[config.mk]
export PLATFORM = sky130hd
export DESIGN_NAME = smpl_iter
export DESIGN_NICKNAME = d
export VERILOG_FILES = /design/src/rtl/rast_pkg.sv /design/src/rtl/smpl_iter_step.sv /design/src/rtl/smpl_iter.sv
export SDC_FILE = /design/constraint.sdc
export NUM_CORES = 1
export LEC_CHECK = 0
export BUFFER_PORTS_ARGS = -buffer_cell sky130_fd_sc_hd__buf_2
export CELL_PAD_IN_SITES_DETAIL_PLACEMENT = 0
export CELL_PAD_IN_SITES_GLOBAL_PLACEMENT = 1
export CORE_AREA = 8 8 295 297
export CTS_CLUSTER_DIAMETER = 80
export DETAILED_ROUTE_END_ITERATION = 7
export DIE_AREA = 0 0 303 305
export PLACE_DENSITY = 0.63
export RECOVER_POWER = 50
export SYNTH_ARGS = -nofsm -noshare
export SYNTH_HDL_FRONTEND = slang
export SYNTH_SLANG_ARGS = --single-unit
[constraint.sdc]
create_clock -name clk -period 25.6 [get_ports clk]
set_clock_uncertainty 0.2 [all_clocks]
set_input_delay 0 -clock clk [delete_from_list [all_inputs] [get_ports clk]]
set_output_delay 0 -clock clk [all_outputs]
set_load 0.02 [all_outputs]
[src/rtl/rast_pkg.sv]
// Shared rasterizer types and subsample decode helpers used by the sample
// iterator and its stepping logic.
package rast_pkg;

    localparam int SIGFIG = 24;
    localparam int RADIX  = 10;
    localparam int VERTS  = 3;
    localparam int AXIS   = 3;
    localparam int COLORS = 3;

    typedef enum logic {
        WAIT_STATE = 1'b0,
        TEST_STATE = 1'b1
    } state_t;

    // One-hot subsample mode to log2 of samples per pixel edge; illegal codes fall back to 1x.
    function automatic logic [1:0] ss_w_lg2_f(input logic [3:0] sub_sample);
        case (sub_sample)
            4'b0001: ss_w_lg2_f = 2'd3;
            4'b0010: ss_w_lg2_f = 2'd2;
            4'b0100: ss_w_lg2_f = 2'd1;
            4'b1000: ss_w_lg2_f = 2'd0;
            default: ss_w_lg2_f = 2'd0;
        endcase
    endfunction

    function automatic logic [31:0] step_f(input logic [1:0] ss_w_lg2, input int radix);
        step_f = 32'd1 << (radix - int'(ss_w_lg2));
    endfunction

endpackage

[src/rtl/smpl_iter_step.sv]
// Raster-order stepping: computes the next sample position and the
// end-of-row / end-of-box flags for the current sample.
module smpl_iter_step #(
    parameter int SIGFIG = 24
) (
    input  logic [2*SIGFIG-1:0] sample,
    input  logic [SIGFIG-1:0]   ll_x,
    input  logic [2*SIGFIG-1:0] ur,
    input  logic [SIGFIG-1:0]   step,
    output logic [2*SIGFIG-1:0] next_sample,
    output logic                at_end_x,
    output logic                last
);

    logic signed [SIGFIG:0] sum_x_s;
    logic signed [SIGFIG:0] sum_y_s;
    logic signed [SIGFIG:0] ur_x_s;
    logic signed [SIGFIG:0] ur_y_s;
    logic                   at_end_y_s;

    // One extra bit keeps sample+step from wrapping near the top of the range.
    assign sum_x_s = $signed({sample[SIGFIG-1], sample[SIGFIG-1:0]}) + $signed({1'b0, step});
    assign sum_y_s = $signed({sample[2*SIGFIG-1], sample[2*SIGFIG-1:SIGFIG]}) + $signed({1'b0, step});
    assign ur_x_s  = $signed({ur[SIGFIG-1], ur[SIGFIG-1:0]});
    assign ur_y_s  = $signed({ur[2*SIGFIG-1], ur[2*SIGFIG-1:SIGFIG]});

    assign at_end_x   = (sum_x_s > ur_x_s);
    assign at_end_y_s = (sum_y_s > ur_y_s);
    assign last       = at_end_x && at_end_y_s;

    // Advance along the row, or wrap to LL.x on the next row.
    always_comb begin
        next_sample = sample;
        if (!at_end_x) begin
            next_sample = {sample[2*SIGFIG-1:SIGFIG], sum_x_s[SIGFIG-1:0]};
        end else begin
            next_sample = {sum_y_s[SIGFIG-1:0], ll_x};
        end
    end

endmodule

[src/rtl/smpl_iter.sv]
// Sample iterator: accepts a triangle with its snapped bounding box and emits
// every sample position in the box in raster order, one per cycle.
module smpl_iter
    import rast_pkg::*;
#(
    parameter int SIGFIG = rast_pkg::SIGFIG,
    parameter int RADIX  = rast_pkg::RADIX,
    parameter int VERTS  = rast_pkg::VERTS,
    parameter int AXIS   = rast_pkg::AXIS,
    parameter int COLORS = rast_pkg::COLORS
) (
    input  logic                             clk,
    input  logic                             rst,
    input  logic [SIGFIG*VERTS*AXIS-1:0]     tri_R13S,
    input  logic [SIGFIG*COLORS-1:0]         color_R13U,
    input  logic [SIGFIG*4-1:0]              box_R13S,
    input  logic                             validTri_R13H,
    input  logic [3:0]                       subSample_RnnnnU,
    input  logic [SIGFIG*2-1:0]              screen_RnnnnS,
    output logic                             halt_RnnnnL,
    output logic [SIGFIG*VERTS*AXIS-1:0]     tri_R14S,
    output logic [SIGFIG*COLORS-1:0]         color_R14U,
    output logic [SIGFIG*2-1:0]              sample_R14S,
    output logic                             validSamp_R14H
);

    localparam int TRI_W = SIGFIG * VERTS * AXIS;
    localparam int COL_W = SIGFIG * COLORS;

    state_t                state_r,  state_nxt_s;
    logic [TRI_W-1:0]      tri_r,    tri_nxt_s;
    logic [COL_W-1:0]      color_r,  color_nxt_s;
    logic [2*SIGFIG-1:0]   sample_r, sample_nxt_s;
    logic                  valid_r,  valid_nxt_s;
    logic [SIGFIG-1:0]     ll_x_r,   ll_x_nxt_s;
    logic [2*SIGFIG-1:0]   ur_r,     ur_nxt_s;
    logic [SIGFIG-1:0]     step_r,   step_nxt_s;

    logic [SIGFIG-1:0]     box_ll_x_s;
    logic [SIGFIG-1:0]     box_ll_y_s;
    logic [SIGFIG-1:0]     box_ur_x_s;
    logic [SIGFIG-1:0]     box_ur_y_s;
    logic [SIGFIG-1:0]     step_s;
    logic [2*SIGFIG-1:0]   next_sample_s;
    logic                  at_end_x_s;
    logic                  last_s;
    logic                  degenerate_s;
    logic                  accept_s;
    logic                  load_s;
    logic                  unused_s;

    assign box_ll_x_s = box_R13S[SIGFIG-1:0];
    assign box_ll_y_s = box_R13S[2*SIGFIG-1:SIGFIG];
    assign box_ur_x_s = box_R13S[3*SIGFIG-1:2*SIGFIG];
    assign box_ur_y_s = box_R13S[4*SIGFIG-1:3*SIGFIG];

    assign step_s = SIGFIG'(step_f(ss_w_lg2_f(subSample_RnnnnU), RADIX));

    assign degenerate_s = ($signed(box_ll_x_s) > $signed(box_ur_x_s)) ||
                          ($signed(box_ll_y_s) > $signed(box_ur_y_s));

    smpl_iter_step #(
        .SIGFIG (SIGFIG)
    ) u_step (
        .sample      (sample_r),
        .ll_x        (ll_x_r),
        .ur          (ur_r),
        .step        (step_r),
        .next_sample (next_sample_s),
        .at_end_x    (at_end_x_s),
        .last        (last_s)
    );

    // Upstream may only advance when idle or when the final sample of the box is out.
    assign halt_RnnnnL = (state_r == WAIT_STATE) || last_s;
    assign accept_s    = validTri_R13H && halt_RnnnnL;
    assign load_s      = accept_s && !degenerate_s;

    assign unused_s = (^screen_RnnnnS) ^ at_end_x_s;

    // Next-state and datapath selection: load, step, or retire.
    always_comb begin
        state_nxt_s  = state_r;
        tri_nxt_s    = tri_r;
        color_nxt_s  = color_r;
        sample_nxt_s = sample_r;
        valid_nxt_s  = valid_r;
        ll_x_nxt_s   = ll_x_r;
        ur_nxt_s     = ur_r;
        step_nxt_s   = step_r;
        if (load_s) begin
            state_nxt_s  = TEST_STATE;
            tri_nxt_s    = tri_R13S;
            color_nxt_s  = color_R13U;
            sample_nxt_s = {box_ll_y_s, box_ll_x_s};
            valid_nxt_s  = 1'b1;
            ll_x_nxt_s   = box_ll_x_s;
            ur_nxt_s     = {box_ur_y_s, box_ur_x_s};
            step_nxt_s   = step_s;
        end else if (state_r == TEST_STATE) begin
            if (last_s) begin
                state_nxt_s = WAIT_STATE;
                valid_nxt_s = 1'b0;
            end else begin
                sample_nxt_s = next_sample_s;
            end
        end else begin
            state_nxt_s = state_r;
            valid_nxt_s = valid_r;
        end
    end

    // State and output registers.
    always_ff @(posedge clk or posedge rst) begin
        if (rst) begin
            state_r  <= WAIT_STATE;
            tri_r    <= {TRI_W{1'b0}};
            color_r  <= {COL_W{1'b0}};
            sample_r <= {(2*SIGFIG){1'b0}};
            valid_r  <= 1'b0;
            ll_x_r   <= {SIGFIG{1'b0}};
            ur_r     <= {(2*SIGFIG){1'b0}};
            step_r   <= {SIGFIG{1'b0}};
        end else begin
            state_r  <= state_nxt_s;
            tri_r    <= tri_nxt_s;
            color_r  <= color_nxt_s;
            sample_r <= sample_nxt_s;
            valid_r  <= valid_nxt_s;
            ll_x_r   <= ll_x_nxt_s;
            ur_r     <= ur_nxt_s;
            step_r   <= step_nxt_s;
        end
    end

    assign tri_R14S       = tri_r;
    assign color_R14U     = color_r;
    assign sample_R14S    = sample_r;
    assign validSamp_R14H = valid_r;

endmodule

Word level (Yosys, flattened, before mapping)
Index checks and enable logic that the tools add are counted.
Widths: inputs -> output; s select.
{"block": "totals", "regBits": 434, "output_inout_bits": 338}
{"block": "classes", "shift": 1, "order_cmp": 4, "n_mux": 11, "eq_ne": 4, "add_sub_neg": 3, "reduce_logical": 12, "n_bitwise": 1}
{"cell": "$mux 48", "count": 4}
{"cell": "$add 24x25->25", "count": 2}
{"cell": "$gt 25x24->1", "count": 2}
{"cell": "$gt 24x24->1", "count": 2}
{"cell": "$shl 1x32->24 const A", "count": 1}
{"cell": "$mux 1", "count": 6}
{"cell": "$pmux 2 s3", "count": 1}
{"cell": "$reduce_bool 2->1", "count": 3}
{"cell": "$sub 4x2->5 const A", "count": 1}
{"cell": "$eq 4x1->1 const B", "count": 1}
{"cell": "$eq 4x2->1 const B", "count": 1}
{"cell": "$eq 4x3->1 const B", "count": 1}
{"cell": "$reduce_and 2->1", "count": 2}
{"cell": "$logic_and 1x1->1", "count": 3}
{"cell": "$reduce_and 3->1", "count": 1}
{"cell": "$logic_or 1x1->1", "count": 2}
{"cell": "$ne 2x1->1 const B", "count": 1}
{"cell": "$logic_not 1->1", "count": 1}
{"cell": "$not 1->1", "count": 1}

Depth between registers and ports, before layout
Gate-level depths: netlist of the first run.
{"block": "depth", "word_depth": 8, "mapped_depth": 26, "ltp_nobuf": 22}

By module
Synthesis of the first run repeated with hierarchy kept, for this count alone.
{"block": "hier_totals", "cells_unflattened": 1803, "area_unflattened_um2": 21819.7}
{"mod": "smpl_iter", "cells_per_inst": 1195, "seq_area_each_um2": 10585.2, "n_inst": 1, "area_per_inst_um2": 17290.3}
{"mod": "smpl_iter_step", "cells_per_inst": 608, "seq_area_each_um2": 0.0, "n_inst": 1, "area_per_inst_um2": 4529.3}

Least setup slack after synthesis of the first run
No wires, ideal clock.
{"block": "synth_path", "path_type": "reg2reg", "startpoint": "reg sample_r[30], in the netlist sample_R14S[30]", "endpoint": "reg sample_r[37], in the netlist sample_R14S[37]", "setup_ns": 0.125, "t_arrival_ns": 4.851, "t_required_ns": 25.275, "stages_incl_launch_ff": 23, "path_slack_ns": 20.424, "n_path_buf": 3, "period_less_slack_ns": 5.176, "path_cell_list": "dfrtp_1 -> ha_1 -> o21ai_0 -> o21a_1 -> a2111oi_0 -> o21ai_1 -> o21a_1 -> nor2_1 -> xor2_1 -> ha_1 -> and4_1 -> a211oi_1 -> o21ai_0 -> o21ai_0 -> a41o_1 -> o21a_2 -> inv_2 -> and3_1 -> buf_2 -> buf_6 -> buf_6 -> a22o_1 -> mux2_2"}
{"block": "synth_between", "elab_chain_cells": 8}
{"item": "from (decl)", "line_no": "smpl_iter.sv:33", "text": "logic [2*SIGFIG-1:0] sample_r, sample_nxt_s;"}
{"item": "from (signal assigned)", "line_no": "smpl_iter.sv:119", "text": "sample_r <= {(2*SIGFIG){1'b0}};"}
{"item": "from (signal assigned)", "line_no": "smpl_iter.sv:128", "text": "sample_r <= sample_nxt_s;"}
{"item": "$add 24x25->25 (*)", "line_no": "smpl_iter_step.sv:23", "text": "assign sum_y_s = $signed({sample[2*SIGFIG-1], sample[2*SIGFIG-1:SIGFIG]}) + $signed({1'b0, step});"}
{"item": "$gt 25x24->1", "line_no": "smpl_iter_step.sv:28", "text": "assign at_end_y_s = (sum_y_s > ur_y_s);"}
{"item": "$logic_and 1x1->1", "line_no": "smpl_iter_step.sv:29", "text": "assign last = at_end_x && at_end_y_s;"}
{"item": "$logic_or 1x1->1", "line_no": "smpl_iter.sv:75", "text": "assign halt_RnnnnL = (state_r == WAIT_STATE) || last_s;"}
{"item": "$logic_and 1x1->1", "line_no": "smpl_iter.sv:76", "text": "assign accept_s = validTri_R13H && halt_RnnnnL;"}
{"item": "$logic_and 1x1->1", "line_no": "smpl_iter.sv:77", "text": "assign load_s = accept_s && !degenerate_s;"}
{"item": "$ne 2x1->1 (no line) or $reduce_bool 2->1 (tied branches)"}
{"item": "$reduce_and 3->1 (no line)"}
Mark *: on every way between the ends. The rest lies on a longest branch, timed or not. The select of a mux whose other input is x is not followed.
A chain may end at the register's enable or synchronous reset.

==> qor.txt, run 1 <==
DRC errors left -> 0
Pwr Density -> 110 nW/µm²
Final Worst Setup Slack -> 16.29 ns
Clock Sinks -> 423
Vias in the first global route -> 21,600
Worst r2r src -> step_r[8]
Synth unique cells -> 63
Worst EP required -> 25.99 ns
Minimum clock period -> 9.31 ns
Period utilization -> 0.364
Port Buffers -> 728
Post-synth EDFFs -> 0
Root buffer cell -> clkbuf_16
Top cell type's share of synthesized area -> 0.509
Failing checks -> capacitance limit, slew limit
Worst-path fanout max -> 111
Die W -> 303 µm
Clock Path Buffers -> 3
RSZ-0062 raised after global routing -> false
Min-Delay Path Class -> input port to register
Ports -> 777
Antenna Violating Nets Remaining -> 0
Largest net degree at the start of global routing -> 112
Clock latency on the worst-skew pair -> 0.58 ns
CTS tree -> built
Syn Area/Cell -> 12.3 µm²
DR vias -> 19,200
Setup-failing EPs final -> 0
P_leak -> 15.1 nW
Place WS -> 16.60 ns
Initial antenna violation count -> 14
Core Area -> 82,600 µm²
TNS Setup -> 0 ns
Die Y -> 305 µm
Via density per instance -> 4.51
CTS buffer count -> 52
Crit path DAT -> 9.69 ns
Hpwl dp -> 59.9 mm
Synth Cell Area -> 20,800 µm²
Row count -> 106
Crit path launch type -> input port
Area Growth Syn to Fin -> 62.4%
R2R Setup Slk -> 16.59 ns
Final Hold Vio Count -> 0
CP startpoint -> rst
Highest clock rate -> 107 MHz
Max-cap violations -> 4
Post-Syn Nets -> 2,262
Yosys Warn Count -> 0
Top area cells in the synthesized netlist -> dfrtp_1, mux2_2, ha_1
WL per Instance -> 19.9 µm
Tot GR Track Use -> 0.178
Ys async rst share -> 1.00
Gpl congestion -> 0.843
Gr ovfl total -> 0
Worst setup path class -> input port to asynchronous set/reset pin
Top_reg_cell synth -> dfrtp_1
Status -> finished with violations
Slew @ Worst Pin -> 5.12 ns
Die ar. -> 92,400 µm²
Slew Limit Fails -> 288
Post-synthesis sequential area ratio -> 0.509
DR pass1 iterations -> 7
Htree depth -> 2
Post-CTS Resized -> 0
Min-delay src -> tri_R13S[122]
Max_slew headroom -> -2.43
CP Capture Type -> asynchronous set/reset pin
Routed WL -> 84.7 mm
Nets -> 3,689
FF+latch count, synth -> 423
Layout cells sized above 1 -> 0.266
Final Util -> 0.409
Initial Utilization -> 0.252
DR iter-0 viols -> 966
First-pass GRT wire length -> 129 mm
Clock-pin slew of the registers on the worst-case setup and hold paths -> 0.06 ns
Largest area contributor in the synthesized netlist -> dfrtp_1
Peak supply drop -> 0.0000811 V
Syn Inst Count -> 1,691
## power breakdown
part	internal [W]	switching [W]	leakage, nW	total, W
sequential	0.000996	0.000200	5.08	0.00120
clock	0.000438	0.000299	0.850	0.000737
combinational	0.000683	0.00109	9.20	0.00177
total	0.00212	0.00159	15.1	0.00370
## critical path: stages
cell	delay, ns
dlygate4sd3_1	0.55
buf_2	0.13
dlygate4sd3_1	0.57
clkinvlp_2	2.84
clkbuf_1	2.64
clkbuf_1	1.90
buf_4	0.93
## flip-flops by register name, summed over array words and instances (netlist names)
| name | flops |
|---|---|
| ll_x_r | 24 |
| step_r | 13 |
| sample_R14S | 48 |
| color_R14U | 72 |
| state_r | 1 |
| ur_r | 48 |
| validSamp_R14H | 1 |
| tri_R14S | 216 |
## path summary, 6_finish.rpt
kind / endpoint / depth (start not counted)
max in group clk: color_R14U[53] / 22
worst min-delay path: tri_R14S[122] / 3
worst max register to register: color_R14U[53] / 22
min in group asynchronous: tri_R14S[87] / 4
worst max-delay path: tri_R14S[82] / 7
worst min register to register: ll_x_r[20] / 1
## per-layer routing
metal	vias to the layer above	wire, µm	global-route usage
met5	-	41	0
met4	6	4250	0.0863
met3	230	6480	0.0569
met2	663	42500	0.308
met1	9366	31500	0.195
li1	8917	-	-
## Yosys cell counts, types with 6 or more instances
master and n:
a21o_1 13, buf_6 12, mux2_2 339, buf_2 17, nand2b_1 7, xnor2_1 27, nand2_1 79, mux2i_1 44
dfrtp_1 423, a21oi_1 67, o21a_1 11, nor2_1 47, nand4_1 33, xor2_1 12, a211oi_1 18, ha_1 130
clkbuf_1 18, inv_1 112, a211o_1 9, nor2b_1 20, and3_1 12, a22o_1 6, buf_4 21, o21ai_0 81
nand3_1 21, nor3_1 12, mux2_1 11
## timing repair
item                                    4_1_cts  5_1_grt
hold buffers                                696        3
endpoints found under the setup margin        0        0
endpoints found under the hold margin       521        3
setup buffers                                 0        0
## through the flow
stage | power (W) | cells | hold slack [ns] | area (µm²)
2_1_floorplan | 0.00232 | 1691 | -0.0832 | 20800
3_3_place_gp | 0.00291 | 3445 | 0.0158 | 25500
3_5_place_dp | 0.00294 | 3445 | 0.0238 | 25500
4_1_cts | 0.00379 | 4236 | 0.000510 | 34100
5_1_grt | 0.00394 | 4249 | 0.00430 | 33800
6_report | 0.00370 | 4250 | 0.0155 | 33800
## cells in the final DEF, fill, tap and decap left out, types with 52 or more instances in the layout
cell type and n:
o21ai_0 81, mux2_2 339, clkbuf_1 353, dfrtp_1 423, clkbuf_16 52, buf_2 391, inv_1 111, a21oi_1 67
nand2_1 79, dlygate4sd3_1 699, ha_1 130
## cells by family (layout without fill, tap and decap cells)
| kind of cell | Yosys count | in the layout | share of synthesized area |
|---|---|---|---|
| DFF | 423 | 423 | 0.509 |
| xor gates and xnor gates | 39 | 39 | 0.0164 |
| muxes | 394 | 394 | 0.211 |
| adders and majority gates | 132 | 132 | 0.0802 |
| buffers and inverters | 185 | 1653 | 0.0431 |
| AOI/OAI and AO/OA | 259 | 259 | 0.0779 |
| and+or+nand+nor | 259 | 259 | 0.0625 |
| other | 0 | 11 | 0 |
## cell type report
class / instances / area, µm²
diodes: 11 / 27.5
repair buffers: 1445 / 10300
clock inverters: 15 / 154
clock buffers: 80 / 1560
flip-flops and latches: 423 / 10600
inverters: 113 / 425
fillers: 7930 / 48900
multi-input cells: 1083 / 9310
well taps: 1080 / 1350
No activity file was read; power rests on OpenSTA's default activity.
==> inputs of run 2 (changes only) <==
- CORE_AREA: 8 8 295 297 -> 8 8 292 294
- DIE_AREA: 0 0 303 305 -> 0 0 300 302
- PLACE_DENSITY: 0.63 -> 0.66
- clock period: 25.6 -> 8.4 ns (I/O delays scaled with it)
==> run 2 against run 1 <==
Effect of this change: the run still ends with capacitance limit, slew limit left; worst hold slack got worse by 0.011 ns; critical path depth rose by 13; worst setup slack lost 14 ns; wire length up 1.4%; register-to-register slack lost 15 ns; first-iteration DRC count is 6.2% lower.
==> qor.txt, run 2 (synthesized netlist as in run 1, its figures left out) <==
Status -> finished with violations
Failing checks -> capacitance limit, slew limit
Peak supply drop -> 0.000224 V
DR iter-0 viols -> 906
Worst setup path class -> register to register
DR vias -> 19,300
First-pass GRT wire length -> 131 mm
Period utilization -> 0.777
Initial antenna violation count -> 12
Worst-path fanout max -> 43
Initial Utilization -> 0.257
Highest clock rate -> 153 MHz
Crit path launch type -> register
Tot GR Track Use -> 0.183
Min-delay src -> tri_R13S[121]
Die ar. -> 90,600 µm²
Die Y -> 302 µm
Antenna Violating Nets Remaining -> 0
Clock-pin slew of the registers on the worst-case setup and hold paths -> 0.06 ns
Hpwl dp -> 60.1 mm
Root buffer cell -> clkbuf_16
Pwr Density -> 341 nW/µm²
Ports -> 777
Largest net degree at the start of global routing -> 148
P_leak -> 15.1 nW
TNS Setup -> 0 ns
Area Growth Syn to Fin -> 62.4%
DR pass1 iterations -> 5
CTS tree -> built
Hold path cells -> 3
Core Area -> 80,900 µm²
Most frequent cells in the layout -> dlygate4sd3_1, dfrtp_1, buf_2, clkbuf_1, mux2_2
RSZ-0062 raised after global routing -> false
Via density per instance -> 4.56
Gr ovfl total -> 0
Max reg flops -> 216
Nets -> 3,683
Routed WL -> 86.0 mm
Final Hold Vio Count -> 0
Hold EP -> tri_R14S[121]
Placed instance area -> 25,700 µm²
Worst EP required -> 8.66 ns
Clock Sinks -> 423
Clock Path Buffers -> 3
Htree depth -> 2
R2R Setup Slk -> 1.87 ns
Vias in the first global route -> 22,100
Post-CTS Resized -> 0
Setup-failing EPs final -> 0
Crit path DAT -> 6.79 ns
Reg2reg path depth -> 20
Reg-to-reg endpoint -> tri_R14S[153]
CTS buffer count -> 50
Postcts setup bufs -> 0
DRC errors left -> 0
Most common cell after layout, fill and taps aside -> dlygate4sd3_1
Minimum clock period -> 6.53 ns
Worst r2r src -> step_r[5]
Layout cells sized above 1 -> 0.271
Gpl congestion -> 0.896
Port Buffers -> 728
Post-route cell area -> 33,800 µm²
Die W -> 300 µm
Slew @ Worst Pin -> 3.69 ns
Row count -> 105
Max-cap violations -> 1
Min-Delay Path Class -> input port to register
Hold-fix buffers at CTS -> 677
Clock latency on the worst-skew pair -> 0.59 ns
Slew Limit Fails -> 146
WL per Instance -> 20.3 µm
Max_slew headroom -> -1.46
CP Capture Type -> register
run 2: area by class of cell:
class / instances / area, µm²
fillers: 7666 / 47200
flip-flops and latches: 423 / 10600
repair buffers: 1441 / 10400
multi-input cells: 1083 / 9310
clock buffers: 78 / 1500
well taps: 1070 / 1340
inverters: 113 / 428
clock inverters: 14 / 205
diodes: 11 / 27.5
run 2: metrics by stage:
step | total power, W | utilization | worst slack (ns) | instances | hold WS (ns)
finish | 0.0115 | 0.417 | 1.87 | 4233 | 0.00417
floorplan | 0.00706 | - | 2.49 | 1691 | -0.0832
global route | 0.0122 | 0.417 | 1.56 | 4231 | 0.00175
global placement | 0.00900 | 0.317 | 2.04 | 3451 | 0.0158
detailed placement | 0.00910 | 0.317 | 1.97 | 3451 | 0.0253
CTS | 0.0117 | 0.422 | 1.94 | 4220 | 0.0000836
run 2: how the worst max path moves through the flow:
stage                    from            end  slack [ns]  depth (start not counted)
global route        step_r[4]  tri_R14S[153]        1.56                         21
floorplan                 rst  color_R14U[0]        2.49                          1
CTS                 step_r[5]  tri_R14S[153]        1.94                         20
detailed placement  step_r[5]  tri_R14S[203]        1.97                         20
global placement    step_r[4]      ll_x_r[9]        2.04                         22
finish              step_r[5]  tri_R14S[153]        1.87                         20
run 2: worst max-delay path, stage by stage (launching register included):
cell and delay [ns]:
dfrtp_1 0.54, ha_1 0.32, a211oi_1 0.30, o21ai_0 0.24, a2111o_1 0.48, a32oi_1 0.28, a21oi_1 0.23, nand3_1 0.16
xnor2_1 0.10, ha_1 0.34, nand4_1 0.19, nor4_2 0.37, nand2_1 0.14, o211ai_2 0.15, buf_4 0.29, nand2_1 0.10
o21a_2 0.27, inv_2 0.08, and3_4 0.51, buf_4 0.59, mux2_2 0.44
run 2: per-layer routing:
metal / track usage / wire [µm] / part of all wire
met1: 0.205 / 32900 / 0.38
met2: 0.326 / 43700 / 0.51
met3: 0.0505 / 5680 / 0.066
met4: 0.0732 / 3650 / 0.042
met5: 0 / 27 / 0.00031
run 2: report_power, final:
| part | internal [W] | switching [W] |
|---|---|---|
| sequential | 0.00304 | 0.000653 |
| clock | 0.00135 | 0.000917 |
| combinational | 0.00214 | 0.00339 |
==> inputs of run 3 (changes only) <==
- CORE_AREA: 8 8 292 294 -> 8 8 297 299
- DIE_AREA: 0 0 300 302 -> 0 0 305 307
- PLACE_DENSITY: 0.66 -> 0.63
- clock period: 8.4 -> 6.7 ns (I/O delays scaled with it)
==> run 3 against run 2 <==
Effect of this change: the run still ends with capacitance limit, slew limit left; die area rose by 3.3%; clock power rose by 31%; first-iteration DRC count fell by 17%; sequential share of layout area fell by 0.29 points; wire length rose by 0.45%; register-to-register slack got worse by 1.4 ns; core utilization fell by 0.74 points; count of clock-buffer cells in the layout fell by 5; critical endpoint is now halt_RnnnnL; non-clock buffer count rose by 20; final cell count rose by 0.83%; via count barely moved; final area rose by 0.93%.
==> qor.txt, run 3 (synthesized netlist as in run 1, its figures left out) <==
Post-CTS Resized -> 0
Max-cap violations -> 5
Worst setup path class -> register to output port
Clock Sinks -> 423
Min-Delay Path Class -> input port to register
Gr ovfl total -> 0
RSZ-0062 raised after global routing -> false
P_leak -> 15.3 nW
Slew @ Worst Pin -> 3.56 ns
Clock-pin slew of the registers on the worst-case setup and hold paths -> 0.05 ns
Crit path DAT -> 6.03 ns
Final Hold Vio Count -> 0
WP depth -> 20
Slowest CP cell -> dfrtp_1
Period utilization -> 0.930
DR pass1 iterations -> 5
Minimum clock period -> 6.23 ns
Most frequent cells in the layout -> dlygate4sd3_1, dfrtp_1, buf_2, clkbuf_1, mux2_2
CP Capture Type -> output port
Setup-failing EPs final -> 0
Multi-input logic area -> 9310 µm²
Max_slew headroom -> -1.37
Area Growth Syn to Fin -> 63.9%
Largest net degree at the start of global routing -> 134
Peak supply drop -> 0.000249 V
Worst EP required -> 6.50 ns
Critical path buffer and inverter count -> 5
WL per Instance -> 20.2 µm
Initial antenna violation count -> 14
Highest clock rate -> 160 MHz
Port Buffers -> 728
Final Worst Setup Slack -> 0.469 ns
Die ar. -> 93,600 µm²
CP cell instances -> inv_1 -> fa_1 -> nor2b_1 -> o31a_1 -> o2111ai_1 -> a21o_1 -> a31oi_1 -> buf_4 -> and2_1 -> and4_1 -> xor2_1 -> ha_1 -> nand3_1 -> nor3_1 -> o311ai_0 -> a41o_1 -> o21a_2 -> inv_2 -> buf_4 -> buf_2
Core Area -> 83,200 µm²
Most common cell after layout, fill and taps aside -> dlygate4sd3_1
CP delay by family, top -> compound AO/OA/AOI/OAI gates
Final Util -> 0.410
CTS tree -> built
Max reg flops -> 216
Vias in the first global route -> 21,900
Max incr delay on CP -> 0.60 ns
Hold-fix buffers at CTS -> 685
CTS buffer count -> 52
R2R Setup Slk -> 0.50 ns
Clock Path Buffers -> 3
Tot Pwr -> 0.0145 W
Worst r2r src -> step_r[5]
Failing checks -> capacitance limit, slew limit
Tot GR Track Use -> 0.179
Reg2reg path depth -> 22
Nets -> 3,705
Filler cells -> 7,902
TNS Setup -> 0 ns
Pwr Density -> 427 nW/µm²
Most used cell, CP -> buf_4
Htree depth -> 2
Slew Limit Fails -> 301
Die Y -> 307 µm
Reg-to-reg endpoint -> color_R14U[30]
Worst-path fanout max -> 38
Root buffer cell -> clkbuf_16
DR iter-0 viols -> 753
Min Hold Slack -> 0.00788 ns
Clock latency on the worst-skew pair -> 0.59 ns
CP startpoint -> step_r[5]
Postcts setup bufs -> 0
FF+latch area -> 10,600 µm²
Layout cells sized above 1 -> 0.277
Antenna Violating Nets Remaining -> 0
Row count -> 106
Initial Utilization -> 0.250
Crit path launch type -> register
Via density per instance -> 4.52
Routed WL -> 86.3 mm
Gpl congestion -> 0.806
DR vias -> 19,300
Ports -> 777
First-pass GRT wire length -> 132 mm
DRC errors left -> 0
Hpwl dp -> 63.0 mm
Critical Path End -> halt_RnnnnL
Die W -> 305 µm
Place WS -> 0.561 ns
Status -> finished with violations
run 3: metrics by stage:
step / instances / cell area, µm²
2_1_floorplan: 1691 / 20800
3_3_place_gp: 3475 / 25800
3_5_place_dp: 3475 / 25800
4_1_cts: 4257 / 34500
5_1_grt: 4267 / 34100
6_report: 4268 / 34100
run 3: layer usage:
layer | share of wire | track usage | wire length (µm) | vias to the layer above
met5 | 0.00027 | 0 | 23 | -
met4 | 0.045 | 0.0797 | 3870 | 4
met3 | 0.067 | 0.0515 | 5740 | 209
met2 | 0.51 | 0.318 | 43800 | 641
met1 | 0.38 | 0.198 | 32900 | 9512
li1 | - | - | - | 8944
run 3: cell type report:
type | instances | area share
inverters | 113 | 0.0125
clock inverters | 24 | 0.00804
diodes | 11 | 0.000808
multi-input cells | 1083 | 0.273
flip-flops and latches | 423 | 0.311
repair buffers | 1461 | 0.310
clock buffers | 73 | 0.0452
well taps | 1080 | 0.0397
run 3: tightest hold or removal path: stages:
cell and delay [ns]:
dlygate4sd3_1 0.52, buf_2 0.11, nand2_1 0.06, o21ai_0 0.06
run 3: worst min-delay path by stage:
stage | startpoint | to | slack [ns] | cells after the start
after CTS | tri_R13S[122] | tri_R14S[122] | 0.0004 | 3
after global placement | rst | color_R14U[42] | -0.02 | 2
after detailed placement | rst | color_R14U[42] | 0.006 | 2
final | box_R13S[85] | ur_r[37] | 0.008 | 4
after floorplan | box_R13S[58] | ur_r[10] | -0.08 | 2
after global routing | tri_R13S[181] | tri_R14S[181] | 0.006 | 3
run 3: where the power goes:
group	total [W]	internal, W	switching [W]	leakage [nW]
logic	0.00696	0.00271	0.00425	9.33
clock network	0.00297	0.00180	0.00117	0.908
registers	0.00461	0.00381	0.000803	5.08
total	0.0145	0.00832	0.00623	15.3
